==> config.mk <==
export PLATFORM = sky130hd
export DESIGN_NAME = sd_cmd_sequencer
export DESIGN_NICKNAME = d
export VERILOG_FILES = /design/src/rtl/sd_pkg.sv /design/src/rtl/sd_crc7.sv /design/src/rtl/sd_cmd_sequencer.sv
export SDC_FILE = /design/constraint.sdc
export NUM_CORES = 1
export LEC_CHECK = 0
export ABC_AREA = 1
export CORE_UTILIZATION = 35
export CTS_CLUSTER_DIAMETER = 60
export DETAILED_ROUTE_END_ITERATION = 6
export GPL_ROUTABILITY_DRIVEN = 0
export HOLD_SLACK_MARGIN = 0.06
export PLACE_DENSITY = 0.69
export SLEW_MARGIN = 20
export SYNTH_ARGS = -nofsm -noshare
export SYNTH_HDL_FRONTEND = slang
export SYNTH_SLANG_ARGS = --single-unit
==> constraint.sdc <==
create_clock -name MasterCLK -period 2.8 [get_ports MasterCLK]
set_input_delay 0.28 -clock MasterCLK [delete_from_list [all_inputs] [get_ports MasterCLK]]
set_output_delay 0.28 -clock MasterCLK [all_outputs]
set_load 0.02 [all_outputs]
==> src/rtl/sd_pkg.sv <==
// Shared definitions for the SD-over-SPI command path.
// Holds command numbers, R1 bit positions, the fill byte and the FSM encoding.
package sd_pkg;

  localparam logic [5:0] CMD0   = 6'd0;
  localparam logic [5:0] CMD8   = 6'd8;
  localparam logic [5:0] CMD17  = 6'd17;
  localparam logic [5:0] CMD55  = 6'd55;
  localparam logic [5:0] ACMD41 = 6'd41;
  localparam logic [5:0] CMD58  = 6'd58;

  localparam int R1_IDLE    = 0;
  localparam int R1_ILLEGAL = 2;

  localparam logic [7:0] FILL_BYTE = 8'hFF;

  typedef enum logic [2:0] {
    ST_IDLE,
    ST_PRE,
    ST_SEND,
    ST_POLL,
    ST_EXTRA,
    ST_TRAIL,
    ST_DONE
  } state_e;

endpackage

==> src/rtl/sd_crc7.sv <==
// Combinational CRC7 (x^7+x^3+1, init 0) over a 40-bit command prefix.
// Ports: data_i = frame bytes 1..5 MSB first, crc_o = 7-bit CRC.
module sd_crc7 (
  input  logic [39:0] data_i,
  output logic [6:0]  crc_o
);

  logic [6:0] crc;
  logic       fb;

  always_comb begin
    crc = '0;
    fb  = 1'b0;
    for (int i = 39; i >= 0; i--) begin
      fb  = data_i[i] ^ crc[6];
      crc = {crc[5:0], 1'b0} ^ (fb ? 7'h09 : 7'h00);
    end
  end

  assign crc_o = crc;

endmodule

==> src/rtl/sd_cmd_sequencer.sv <==
// SD SPI command framer: PRE fill, 6-byte frame, R1 poll, optional R3/R7 tail.
// Ports: Cmd* request, Resp* result pulse, Byte* transceiver link, SPI_CS.
module sd_cmd_sequencer
  import sd_pkg::*;
#(
  parameter int         PollLimit = 8,
  parameter logic [7:0] FillByte  = FILL_BYTE
) (
  input  logic        MasterCLK,
  input  logic        Reset,
  input  logic        CmdValid,
  output logic        CmdReady,
  input  logic [5:0]  CmdIndex,
  input  logic [31:0] CmdArg,
  input  logic        CmdLongResp,
  output logic        RespValid,
  output logic [7:0]  RespR1,
  output logic [31:0] RespExtra,
  output logic        RespTimeout,
  output logic        ByteStart,
  output logic [7:0]  ByteTx,
  input  logic        ByteBusy,
  input  logic        ByteDone,
  input  logic [7:0]  ByteRx,
  output logic        SPI_CS
);

  state_e      state_q, state_d;
  logic [2:0]  cnt_q, cnt_d;
  logic [7:0]  poll_q, poll_d;
  logic        out_q, out_d;
  logic        start_q, start_d;
  logic [7:0]  tx_q, tx_d;
  logic [39:0] frame_q, frame_d;
  logic        long_q, long_d;
  logic [7:0]  r1_q, r1_d;
  logic [31:0] extra_q, extra_d;
  logic        tmo_q, tmo_d;
  logic        rv_q, rv_d;
  logic        cs_q, cs_d;

  logic [6:0]  crc;
  logic [7:0]  frame_byte;
  logic [7:0]  byte_sel;
  logic        need_byte;
  logic        done_ok;

  sd_crc7 u_crc (
    .data_i (frame_q),
    .crc_o  (crc)
  );

  always_comb begin
    frame_byte = FillByte;
    unique case (cnt_q)
      3'd0:    frame_byte = frame_q[39:32];
      3'd1:    frame_byte = frame_q[31:24];
      3'd2:    frame_byte = frame_q[23:16];
      3'd3:    frame_byte = frame_q[15:8];
      3'd4:    frame_byte = frame_q[7:0];
      3'd5:    frame_byte = {crc, 1'b1};
      default: frame_byte = FillByte;
    endcase
  end

  assign byte_sel  = (state_q == ST_SEND) ? frame_byte : FillByte;
  assign need_byte = state_q inside {ST_PRE, ST_SEND, ST_POLL,
                                     ST_EXTRA, ST_TRAIL};
  // A done pulse only counts while our own exchange is in flight.
  assign done_ok   = ByteDone & out_q;

  always_comb begin
    state_d = state_q;
    cnt_d   = cnt_q;
    poll_d  = poll_q;
    out_d   = out_q;
    start_d = 1'b0;
    tx_d    = tx_q;
    frame_d = frame_q;
    long_d  = long_q;
    r1_d    = r1_q;
    extra_d = extra_q;
    tmo_d   = tmo_q;
    rv_d    = 1'b0;

    if (done_ok) out_d = 1'b0;
    if (need_byte && !out_q && !ByteBusy) begin
      start_d = 1'b1;
      out_d   = 1'b1;
      tx_d    = byte_sel;
    end

    unique case (state_q)
      ST_IDLE: begin
        if (CmdValid) begin
          frame_d = {2'b01, CmdIndex, CmdArg};
          long_d  = CmdLongResp;
          r1_d    = 8'hFF;
          extra_d = '0;
          tmo_d   = 1'b0;
          cnt_d   = '0;
          poll_d  = '0;
          state_d = ST_PRE;
        end
      end
      ST_PRE: begin
        if (done_ok) begin
          cnt_d   = '0;
          state_d = ST_SEND;
        end
      end
      ST_SEND: begin
        if (done_ok) begin
          cnt_d = cnt_q + 3'd1;
          if (cnt_q == 3'd5) begin
            cnt_d   = '0;
            poll_d  = '0;
            state_d = ST_POLL;
          end
        end
      end
      ST_POLL: begin
        if (done_ok) begin
          if (!ByteRx[7]) begin
            r1_d = ByteRx;
            if (long_q && !ByteRx[R1_ILLEGAL]) state_d = ST_EXTRA;
            else state_d = ST_TRAIL;
          end else begin
            poll_d = poll_q + 8'd1;
            if (poll_q == 8'(PollLimit - 1)) begin
              tmo_d   = 1'b1;
              r1_d    = 8'hFF;
              state_d = ST_TRAIL;
            end
          end
        end
      end
      ST_EXTRA: begin
        if (done_ok) begin
          extra_d = {extra_q[23:0], ByteRx};
          cnt_d   = cnt_q + 3'd1;
          if (cnt_q == 3'd3) begin
            cnt_d   = '0;
            state_d = ST_TRAIL;
          end
        end
      end
      ST_TRAIL: begin
        if (done_ok) begin
          rv_d    = 1'b1;
          state_d = ST_DONE;
        end
      end
      ST_DONE: state_d = ST_IDLE;
      default: state_d = ST_IDLE;
    endcase
  end

  // CS follows the next state so it drops with PRE and rises with TRAIL.
  assign cs_d = !(state_d inside {ST_PRE, ST_SEND, ST_POLL, ST_EXTRA});

  always_ff @(posedge MasterCLK or negedge Reset) begin
    if (!Reset) begin
      state_q <= ST_IDLE;
      cnt_q   <= '0;
      poll_q  <= '0;
      out_q   <= 1'b0;
      start_q <= 1'b0;
      tx_q    <= 8'hFF;
      frame_q <= '0;
      long_q  <= 1'b0;
      r1_q    <= 8'hFF;
      extra_q <= '0;
      tmo_q   <= 1'b0;
      rv_q    <= 1'b0;
      cs_q    <= 1'b1;
    end else begin
      state_q <= state_d;
      cnt_q   <= cnt_d;
      poll_q  <= poll_d;
      out_q   <= out_d;
      start_q <= start_d;
      tx_q    <= tx_d;
      frame_q <= frame_d;
      long_q  <= long_d;
      r1_q    <= r1_d;
      extra_q <= extra_d;
      tmo_q   <= tmo_d;
      rv_q    <= rv_d;
      cs_q    <= cs_d;
    end
  end

  assign CmdReady    = (state_q == ST_IDLE);
  assign RespValid   = rv_q;
  assign RespR1      = r1_q;
  assign RespExtra   = extra_q;
  assign RespTimeout = tmo_q;
  assign ByteStart   = start_q;
  assign ByteTx      = tx_q;
  assign SPI_CS      = cs_q;

endmodule

==> flow_summary.yaml <==
run_status:
  status: "finished, final reports clean"
global_route:
  grt_pass1_vias: 5673
  antenna_found_initial: 0
  use_met2: 0.321
  overflow: 0
  grt_max_degree: 77
  track_usage: 0.197
  grtUsageMet1: 0.251
  grtUsageMet3: 0.0726
  grt_pass1_wl_um: 28200
  grt_busiest_layer: "met2"
finish:
  fillers: 1708
  final_area_um2: 8090
  diodes: 0
  final_common_cell: "nand2_1"
  layout-drive-gt1-share: 0.179
  area_growth_syn_to_layout_pct: 29.8
  fin_nets: 1014
  layout_common_cells: "191 x nand2_1, 117 x inv_1, 103 x clkdlybuf4s50_1"
logic_synthesis:
  seq_area_frac_synth: 0.433
  synth_cell_type_count: 40
  synthCells: 850
  ys_seq_elements: 107
  synth_warnings: 0
  synthesis.area_um2: 6230
  syn-num-nets: 909
  syn_avg_cell_area_um2: 7.33
detailed_routing:
  wl_per_cell_um: 14.5
  via_count: 5859
  drtIter0Drc: 285
  firstDrtPassIters: 5
  viasPerCell: 4.94
  wl_um: 17100
  drc: 0
  ant_nets: 0
timing:
  fin_crit_sh: 0.933
  timing.fmax_mhz: 383
  skew_ns: 0.0109
  finalSetupViolCount: 0
  slew_headroom: 0.546
  whs_ns: 0.455
  rsz0062_at_grt: "true"
  finalCriticalPeriod_ns: 2.61
  slew_violations: 0
  worst_slew_pin_slew_ns: 0.682
  finalHoldViolations: 0
placement:
  portBuffers: 104
  dpl.hpwl_um: 12700
  placed_area_um2: 7550
setup_path:
  path_max_fanout: 7
  r2r_start: "frame_q[37]"
  rr_worst_depth: 24
  path_class: "register to register"
  cp-end-kind: "register"
  cp.arrival_ns: 2.91
  rrSetupSlack_ns: 0.19
  r2r-end: "ByteTx[4]"
  crit_required_ns: 3.10
  cp-start-kind: "register"
clocking:
  cts_sinks: 107
  cts_max_level: 3
  insertion_delay_ns: 0.37
  clk_path_buf_depth: 2
  tritoncts: "built"
  clk_pin_slew_worst_paths_ns: 0.08
  clock-root-buffer: "clkbuf_16"
  cts-buffers-inserted: 9
floorplan:
  die_area_um2: 18300
  core-area_um2: 17400
  start_util: 0.359
  die_x_um: 135
  num_rows: 48
  io_pins: 105
  dieHeight_um: 135
worst_hold_path:
  holdPathEnd: "frame_q[3]"
  hold_depth: 3
  hp-class: "input pin to register"
  hp-start: "CmdArg[3]"
run:
  drv_cap: 0
## flip-flops by register name, summed over array words and instances (netlist names), 3 cells and up
signal     flops
frame_q       39
poll_q         8
cnt_q          3
RespR1         8
RespExtra     32
state_q        3
ByteTx         8
## layer usage
layer,vias to the layer above,wire (um)
met5,-,0
met4,0,138
li1,2930,-
met1,2759,7540
met2,160,7950
met3,10,1500
## how the worst max path moves through the flow
stage                start            end  slack, ns  cells past startpoint
6_report       frame_q[37]      ByteTx[4]       0.19                     24
5_1_grt        frame_q[37]      ByteTx[4]       -0.1                     25
4_1_cts        frame_q[37]      ByteTx[6]       0.11                     24
3_5_place_dp   frame_q[37]      ByteTx[6]       0.14                     24
3_3_place_gp   frame_q[37]      ByteTx[6]       0.19                     24
2_1_floorplan   state_q[2]  RespExtra[10]       0.52                     11
## worst max-delay path, stage by stage, from the launching register on
cell     delay, ns
dfrtp_2       0.48
buf_4         0.16
xnor2_1       0.13
nand2_1       0.08
nand2_2       0.11
nand2_2       0.09
nand2_2       0.11
nand2_4       0.07
nand2_2       0.09
nand2_1       0.07
nand2_2       0.09
inv_2         0.05
nand2_2       0.07
nand2_2       0.06
nand2_2       0.07
nand2_2       0.07
nand2_1       0.07
nand2_2       0.06
inv_1         0.06
nand2_2       0.07
nand2_2       0.11
nand2_1       0.05
nand3_1       0.10
nand3_2       0.09
a21oi_2       0.14
## area by class of cell
class                           instances  area, um2  share of cell area
Clock buffer                            9        225              0.0279
Multi-Input combinational cell        587       3120               0.386
Sequential cell                       107       2710               0.335
Inverter                              132        500              0.0619
Clock inverter                          7       75.1             0.00929
Tap cell                              225        282              0.0348
Timing Repair Buffer                  118       1180               0.146
## what timing repair did
item,4_1_cts,5_1_grt
hold buffers,1,0
resized for setup,0,62
hold endpoints to repair,43,0
setup buffers,0,5
endpoints found under the setup margin,0,8
## stage by stage
stage                     instances  setup TNS, ns   util  setup WS, ns
after detailed placement       1163              0  0.435         0.140
after global routing           1185         -0.188  0.466       -0.0952
after global placement         1162              0  0.433         0.192
after floorplan                 850              0      -         0.516
final                          1185              0  0.466         0.188
after CTS                      1180              0  0.453         0.109
## synthesized netlist by cell type, drive strengths merged
cell type | count | area, um2
nor3 | 8 | 51.3
buf | 6 | 42.5
o211ai | 1 | 7.51
nand4 | 3 | 18.8
nor2 | 44 | 170
and3 | 1 | 6.26
dfstp | 17 | 447
xor2 | 6 | 52.6
o21ai | 80 | 400
nor4 | 3 | 33.8
nand3 | 98 | 516
clkinv | 1 | 3.75
o221ai | 2 | 17.5
a211oi | 3 | 22.5
o41ai | 2 | 17.5
xnor2 | 8 | 70.1
ha | 7 | 87.6
o2111ai | 6 | 52.6
a21oi | 25 | 133
nor3b | 4 | 30.0
nand3b | 2 | 15.0
a211o | 1 | 8.76
dfrtp | 90 | 2250
o22ai | 12 | 75.1
clkbuf | 18 | 67.6
nand2 | 269 | 1120
inv | 131 | 492
a31oi | 2 | 12.5
## kinds of logic (layout without fill, tap and decap cells)
logic type,Yosys count,in the layout,share of synthesized area
buffers and inverters,156,266,0.0972
flip-flops,107,107,0.433
AO/OA/AOI/OAI,134,134,0.120
AND/OR/NAND/NOR,432,432,0.316
adder cells (fa/ha/maj),7,7,0.0141
XOR/XNOR,14,14,0.0197
Power is not shown: default switching activity piles up to over one toggle a cycle in this logic, so the estimate is an artifact.
